--- config.mk ---
export PLATFORM = sky130hd
export DESIGN_NAME = ped_request_conditioner
export DESIGN_NICKNAME = d
export VERILOG_FILES = /design/src/rtl/ped_request_conditioner.sv
export SDC_FILE = /design/constraint.sdc
export NUM_CORES = 1
export LEC_CHECK = 0
export BUFFER_PORTS_ARGS = -buffer_cell sky130_fd_sc_hd__buf_2
export CAP_MARGIN = 20
export CELL_PAD_IN_SITES_DETAIL_PLACEMENT = 1
export CELL_PAD_IN_SITES_GLOBAL_PLACEMENT = 1
export CORE_AREA = 2 2 213 215
export DETAILED_ROUTE_END_ITERATION = 8
export DIE_AREA = 0 0 215 217
export PLACE_DENSITY = 0.52
export SKIP_CTS_REPAIR_TIMING = 1
export SLEW_MARGIN = 20
export SYNTH_ARGS = -nofsm -noshare
export SYNTH_HDL_FRONTEND = slang
export SYNTH_SLANG_ARGS = --single-unit
--- constraint.sdc ---
create_clock -name CCLK -period 3.4 [get_ports CCLK]
set_input_delay 0.51 -clock CCLK [delete_from_list [all_inputs] [get_ports CCLK]]
set_output_delay 0.51 -clock CCLK [all_outputs]
set_load 0.005 [all_outputs]
--- src/rtl/ped_request_conditioner.sv ---
// Pedestrian push-button conditioner for the intersection controller.
// Each of the four raw buttons is synchronised, debounced, edge-detected
// and watched for a stuck contact. The press pulses feed two independent
// request latches, one per crossing axis (NS = BTN1|BTN3, EW = BTN0|BTN2).
// A request is held until the controller acknowledges it while serving
// that axis's crossing phase.
module ped_request_conditioner #(
  parameter int SYNC_STAGES     = 2,
  parameter int DEBOUNCE_CYCLES = 500000,
  parameter int STUCK_CYCLES    = 250000000,
  parameter int CNT_W           = 28
) (
  input  logic       CCLK,
  input  logic       reset_n,
  input  logic [3:0] BTN,
  input  logic       NS_ACK,
  input  logic       EW_ACK,
  output logic       NS_REQ,
  output logic       EW_REQ,
  output logic       NS_WAIT,
  output logic       EW_WAIT,
  output logic [3:0] BTN_DB,
  output logic [3:0] BTN_PRESS,
  output logic [3:0] BTN_STUCK
);

  localparam logic [CNT_W-1:0] DB_LAST = CNT_W'(DEBOUNCE_CYCLES - 1);
  localparam logic [CNT_W-1:0] ST_MAX  = CNT_W'(STUCK_CYCLES);

  typedef enum logic {
    S_IDLE    = 1'b0,
    S_PENDING = 1'b1
  } req_state_t;

  // Counter increment that stops at a ceiling instead of wrapping.
  function automatic logic [CNT_W-1:0] sat_inc(input logic [CNT_W-1:0] v,
                                               input logic [CNT_W-1:0] lim);
    return (v >= lim) ? lim : v + 1'b1;
  endfunction

  logic [3:0]       r_sync [SYNC_STAGES];
  logic [3:0]       w_sync;
  logic [3:0]       r_db;
  logic [CNT_W-1:0] r_db_cnt [4];
  logic [3:0]       w_db_flip;
  logic [3:0]       w_rise;
  logic [3:0]       w_fall;
  logic [CNT_W-1:0] r_st_cnt [4];
  logic [3:0]       r_stuck;
  logic [3:0]       r_press;
  logic             w_ns_press;
  logic             w_ew_press;
  req_state_t       r_ns_state;
  req_state_t       r_ew_state;
  logic             r_ns_req;
  logic             r_ew_req;

  // ---- stage: metastability synchroniser ----
  // Shift each raw button through SYNC_STAGES flops.
  always_ff @(posedge CCLK or negedge reset_n) begin
    if (!reset_n) begin
      for (int k = 0; k < SYNC_STAGES; k++) r_sync[k] <= '0;
    end else begin
      r_sync[0] <= BTN;
      for (int k = 1; k < SYNC_STAGES; k++) r_sync[k] <= r_sync[k-1];
    end
  end

  assign w_sync = r_sync[SYNC_STAGES-1];

  // ---- stage: debounce ----
  // A level flips once the mismatch has persisted for DEBOUNCE_CYCLES edges.
  always_comb begin
    w_db_flip = '0;
    for (int i = 0; i < 4; i++) begin
      w_db_flip[i] = (w_sync[i] != r_db[i]) && (r_db_cnt[i] == DB_LAST);
    end
  end

  assign w_rise = w_db_flip & ~r_db;
  assign w_fall = w_db_flip &  r_db;

  // Mismatch run counters; any cycle of agreement restarts the count.
  always_ff @(posedge CCLK or negedge reset_n) begin
    if (!reset_n) begin
      r_db <= '0;
      for (int i = 0; i < 4; i++) r_db_cnt[i] <= '0;
    end else begin
      r_db <= r_db ^ w_db_flip;
      for (int i = 0; i < 4; i++) begin
        if ((w_sync[i] == r_db[i]) || w_db_flip[i]) r_db_cnt[i] <= '0;
        else                                          r_db_cnt[i] <= r_db_cnt[i] + 1'b1;
      end
    end
  end

  // ---- stage: stuck detection and press pulse ----
  // Count how long each debounced level stays high; flag it at the ceiling
  // and clear both on the falling edge of the debounced level.
  always_ff @(posedge CCLK or negedge reset_n) begin
    if (!reset_n) begin
      r_stuck <= '0;
      for (int i = 0; i < 4; i++) r_st_cnt[i] <= '0;
    end else begin
      for (int i = 0; i < 4; i++) begin
        if (!r_db[i] || w_fall[i]) begin
          r_st_cnt[i] <= '0;
          r_stuck[i]  <= 1'b0;
        end else begin
          r_st_cnt[i] <= sat_inc(r_st_cnt[i], ST_MAX);
          if (sat_inc(r_st_cnt[i], ST_MAX) == ST_MAX) r_stuck[i] <= 1'b1;
        end
      end
    end
  end

  // One-cycle pulse coincident with the debounced rise; a stuck button
  // never produces a new pulse.
  always_ff @(posedge CCLK or negedge reset_n) begin
    if (!reset_n) r_press <= '0;
    else          r_press <= w_rise & ~r_stuck;
  end

  assign w_ns_press = r_press[1] | r_press[3];
  assign w_ew_press = r_press[0] | r_press[2];

  // ---- stage: request latches ----
  // NS request latch; acknowledge wins over a simultaneous press.
  always_ff @(posedge CCLK or negedge reset_n) begin
    if (!reset_n) begin
      r_ns_state <= S_IDLE;
      r_ns_req   <= 1'b0;
    end else begin
      case (r_ns_state)
        S_IDLE: begin
          if (!NS_ACK && w_ns_press) begin
            r_ns_state <= S_PENDING;
            r_ns_req   <= 1'b1;
          end
        end
        S_PENDING: begin
          if (NS_ACK) begin
            r_ns_state <= S_IDLE;
            r_ns_req   <= 1'b0;
          end
        end
        default: begin
          r_ns_state <= S_IDLE;
          r_ns_req   <= 1'b0;
        end
      endcase
    end
  end

  // EW request latch; acknowledge wins over a simultaneous press.
  always_ff @(posedge CCLK or negedge reset_n) begin
    if (!reset_n) begin
      r_ew_state <= S_IDLE;
      r_ew_req   <= 1'b0;
    end else begin
      case (r_ew_state)
        S_IDLE: begin
          if (!EW_ACK && w_ew_press) begin
            r_ew_state <= S_PENDING;
            r_ew_req   <= 1'b1;
          end
        end
        S_PENDING: begin
          if (EW_ACK) begin
            r_ew_state <= S_IDLE;
            r_ew_req   <= 1'b0;
          end
        end
        default: begin
          r_ew_state <= S_IDLE;
          r_ew_req   <= 1'b0;
        end
      endcase
    end
  end

  assign NS_REQ    = r_ns_req;
  assign EW_REQ    = r_ew_req;
  assign NS_WAIT   = r_ns_req;
  assign EW_WAIT   = r_ew_req;
  assign BTN_DB    = r_db;
  assign BTN_PRESS = r_press;
  assign BTN_STUCK = r_stuck;

endmodule

; ---- Word level (Yosys, flattened, before mapping)
; Index checks and enable logic that the tools add are counted.
[totals]
regBits = 248
inputBits = 8
[classes]
add_sub_neg = 8
order_cmp = 4
n_eq_ne = 20
n_mux = 32
n_bitwise = 10
n_reduce_logical = 26
[op_table]
columns = cell, count
row1 = 28-bit two-way mux, 12
row2 = "28-bit by 1-bit adder with 28-bit output, second input constant", 8
row3 = "28-bit by 19-bit == test with 1-bit output, second input constant", 4
row4 = "28-bit == test, second input constant", 4
row5 = "28-bit greater-or-equal comparator, second input constant", 4
row6 = 1-bit two-way mux, 16
row7 = 4-bit bitwise AND, 3
row8 = 1-bit logical OR, 8
row9 = "2-bit inequality test, second input constant", 4
row10 = 4-bit NOT, 2
row11 = 1-bit case mux with 2 select lines, 4
row12 = 2-bit nonzero test, 4
row13 = 1-bit logical AND, 6
row14 = 1-bit logical NOT, 6
row15 = 1-bit == test, 4
row16 = 1-bit inequality test, 4
row17 = 2-bit AND reduction, 2
row18 = 4-bit bitwise XOR, 1
row19 = 1-bit NOT, 2
row20 = 1-bit bitwise OR, 2

; ---- Depth between registers and ports, before layout
[depth]
ltp_word = 5
mapped_depth = 10

; ---- Least setup slack after synthesis
; OpenSTA, ideal clock, no wires.
[synth_path]
path_kind = flip-flop to flip-flop
start = reg r_st_cnt[0] in the netlist's numbering
end = reg r_stuck[3], in the netlist BTN_STUCK[3]
setup_time_ps = 78
arrival_time_ps = 2620
required_ps = 3322
setup_slack_ps = 702
path_stages_with_launch = 11
path_buffers = 2
synth_period_minus_slack_ps = 2698
cell_sequence = dfrtp_1 -> ha_1 -> clkbuf_1 -> nand2_1 -> or4_4 -> buf_6 -> nor3b_2 -> xnor2_1 -> or4b_1 -> o31ai_2 -> o2bb2ai_1
[synth_between]
elab_chain_len = 4
word_cells_on_any_way = 5
cone_classes = add/sub (1) / order compare (1) / eq/ne (1) / mux (1) / reduce/logical (1)
[synth_lines]
columns = item, line_no
row1 = from (decl), 48  ; logic [CNT_W-1:0] r_st_cnt [4];
row2 = "from (signal, indexed assignment)", 110  ; r_st_cnt[i] <= sat_inc(r_st_cnt[i], ST_MAX);
row3 = 28-bit by 1-bit adder with 28-bit output or 28-bit greater-or-equal comparator (tied branches), 38  ; return (v >= lim) ? lim : v + 1'b1;
row4 = 28-bit two-way mux *, 38
row5 = 28-bit == test *, 111  ; if (sat_inc(r_st_cnt[i], ST_MAX) == ST_MAX) r_stuck[i] <= 1'b1;
row6 = 2-bit nonzero test (no source line) *, --
row7 = to (signal assigned), 102  ; r_stuck <= '0;
row8 = "to (signal, indexed assignment)", 108  ; r_stuck[i] <= 1'b0;
row9 = "to (signal, indexed assignment)", 111
row10 = to (decl), 49  ; logic [3:0] r_stuck;
; Mark *: on every way between the ends. The rest lies on a longest branch, timed or not.
; A chain may end at the register's enable or synchronous reset.

; ---- Worst setup path in the final report
[layout_path]
start = reg r_st_cnt[2] in the netlist's numbering
end = reg r_stuck[3], in the netlist BTN_STUCK[3]
; The elaborated chain is that of the path after synthesis.

==> reports/metrics.yaml <==
clk_path_buf_depth: 3
yosys-top-cells-area: "dfrtp_1, xor2_1, nor2_1"
crit_type: "reg2reg"
synth_cell_type_count: 66
ys_warn_count: 0
row_count: 78
muxShareOfSynthArea_pct: 0.580
path_clk_slew_ns: 0.05
clk_latency_ns: 0.57
maxCapViolCount: 0
synth_compound_gate_area_share_pct: 7.70
first_global_vias: 10940
vias: 10358
setup-tns-final_ns: 0
syn_inst: 1427
async_flop_share_pct: 100
drt_iter0_markers: 435
gp_congestion: 0.799
synthAdderAreaFrac_pct: 1.14
synth_top_area_share_pct: 47.2
grt-ovfl-total: 0
die_area_um2: 46700
status: "completed"
maxSlewViolCount: 0
diodes: 0
synth-simple-area-share_pct: 26.6
crit_path_max_incr_delay_ns: 0.63
grt_pass1_wl_mm: 57.4
final_common_cell: "dfrtp_1"
timing.critical_path.from_type: "register"
worst_path_max_delay_cell: "a2111oi_0"
crit_arrival_ns: 3.57
ys_seq_area_share_pct: 47.2
coreArea_um2: 44700
crit_family: "simple AND/OR/NAND/NOR gates"
ant_nets: 0
cp_cell_sequence: "and3_1 -> or4_1 -> a2111oi_0 -> o2111ai_1 -> or4b_1 -> o31ai_2 -> o2bb2ai_1"
die_h_um: 217
wl_mm: 32.9
period_minus_slack_ns: 3.07
rsz0062_at_grt: "false"
htree_levels: 1
cp.required_ns: 3.90
fillers: 5168
synth-xor-area-share_pct: 13.6
relSlewSlack_pct: 48.5
fmax_ghz: 0.326
crit_buf_inv: 0
avgViaCountPerCell: 4.99
drive_above_1_share_pct: 8.62
grt_use_total_pct: 14.6
irDropWorstVdd_mv: 0.397
synth_nets: 1447
root_buffer: "clkbuf_16"
critPathCaptureType: "register"
pwr_density_cell_nw_per_um2: 441
route.detailed.drc: 0
first_pass_iters: 4
leakage_nw: 5.88
finalHoldViolCount: 0
initial_utilization_pct: 29.4
layout_common_cells: "dfrtp_1, nor2_1, xor2_1"
synth-seq-cells: 248
hp-class: "in2reg"
synth_flop_cell: "dfrtp_1"
placed_area_um2: 14000
fin_skew_ns: 0.00934
routedWlPerCell_um: 15.9
worstMarginPinSlew_ns: 0.761
synth_edf_count: 0
cts_tree: "done"
cts_sinks: 248
syn_area_um2: 13200
grt_max_degree: 93
post-route-cell-area_um2: 15100
hpwl_mm: 22.8
die_w_um: 215
netlist.top_cell.by_area: "dfrtp_1"
period_share_pct: 90.3
nets: 1470
setup_violations: 0
synth_top_family_by_area: "simple AND/OR/NAND/NOR gates"
cts_buffers: 31
crit_fanout: 10
antenna_found_initial: 1
area.growth.synth_to_final_pct: 15.0
portBuffers: 23
postSynthAreaPerCell_um2: 9.22
ios: 24
logic make-up after synthesis:
group	Yosys count
multiplexers	7
AND/OR/NAND/NOR	690
flip-flops	248
XOR/XNOR	204
buffers and inverters	103
AO/OA/AOI/OAI	163
adder cells (fa/ha/maj)	12
per-stage QoR:
step	setup WS, ns	hold WS (ns)	util [%]	std cells	power (mW)
2_1_floorplan	0.702	0.214	-	1427	3.07
4_1_cts	0.317	-0.0324	33.8	2073	6.83
3_5_place_dp	0.319	0.337	31.3	2016	3.17
3_3_place_gp	0.461	0.335	31.3	2016	3.17
6_report	0.331	0.0418	33.9	2074	6.67
5_1_grt	0.174	0.00892	33.9	2074	6.98
path summary, 6_finish.rpt:
path / start / endpoint / slack (ns) / cells past startpoint
min in group asynchronous: reset_n / r_st_cnt[95]$_DFF_PN0_ / 0.55 / 2
hold / removal: BTN[3] / r_sync[7]$_DFF_PN0_ / 0.04 / 1
max in group asynchronous: reset_n / r_db_cnt[43]$_DFF_PN0_ / 1.97 / 3
hold reg to reg: r_sync[7]$_DFF_PN0_ / w_sync[3]$_DFF_PN0_ / 0.35 / 0
setup / recovery: r_st_cnt[2]$_DFF_PN0_ / BTN_STUCK[3]$_DFFE_PN0P_ / 0.33 / 7
setup reg to reg: r_st_cnt[2]$_DFF_PN0_ / BTN_STUCK[3]$_DFFE_PN0P_ / 0.33 / 7
routing by layer:
metal	track usage (%)	wire (um)	part of all wire [%]
met3	2.38	1080	3.3
met4	3.63	529	1.6
met2	24.1	15200	46
met1	20.0	16100	49
met5	0	0	0
cell usage after synthesis (5+ instances only):
master    instances
o211ai_1          5
and4_1           17
nor3b_1           5
and3_1           32
or3_1            17
nor3_1           36
a21oi_1          65
nor4b_1          14
and2_1            5
a31oi_1          15
nand3_1         105
mux2_2            5
o21ai_0          22
nand2_1          97
xnor2_1          87
ha_1             12
nor4_1           30
inv_1            40
or4_1            10
xor2_1          117
a211oi_1          9
nand4_1          53
nor4_2            5
dfrtp_1         248
o31ai_1           5
clkbuf_1         44
nor2_1          233
nand2b_1          7
buf_2             9
state kept, by name, indices dropped and copies added (netlist names), named ones only:
signal / count
r_sync: 4
r_ew_state: 1
r_ns_state: 1
BTN_PRESS: 4
BTN_STUCK: 4
EW_REQ: 1
w_sync: 4
NS_REQ: 1
r_db_cnt: 112
r_st_cnt: 112
power breakdown:
group	leakage, nW	switching, mW	internal, mW
clock network	0.547	1.29	2.27
logic	1.91	0.0957	0.0287
registers	3.43	0.0158	2.97
total	5.88	1.40	5.27
layout make-up:
type                    instances  area, um^2  share of cell area, %
flip-flops and latches        248        6210                   41.0
well taps                     600         751                   4.96
inverters                      40         150                  0.992
multi-input cells            1076        6540                   43.2
clock buffers                  46         902                   5.96
clock inverters                11         209                   1.38
repair buffers                 53         378                   2.50
Power figures use the tool's default switching activity.
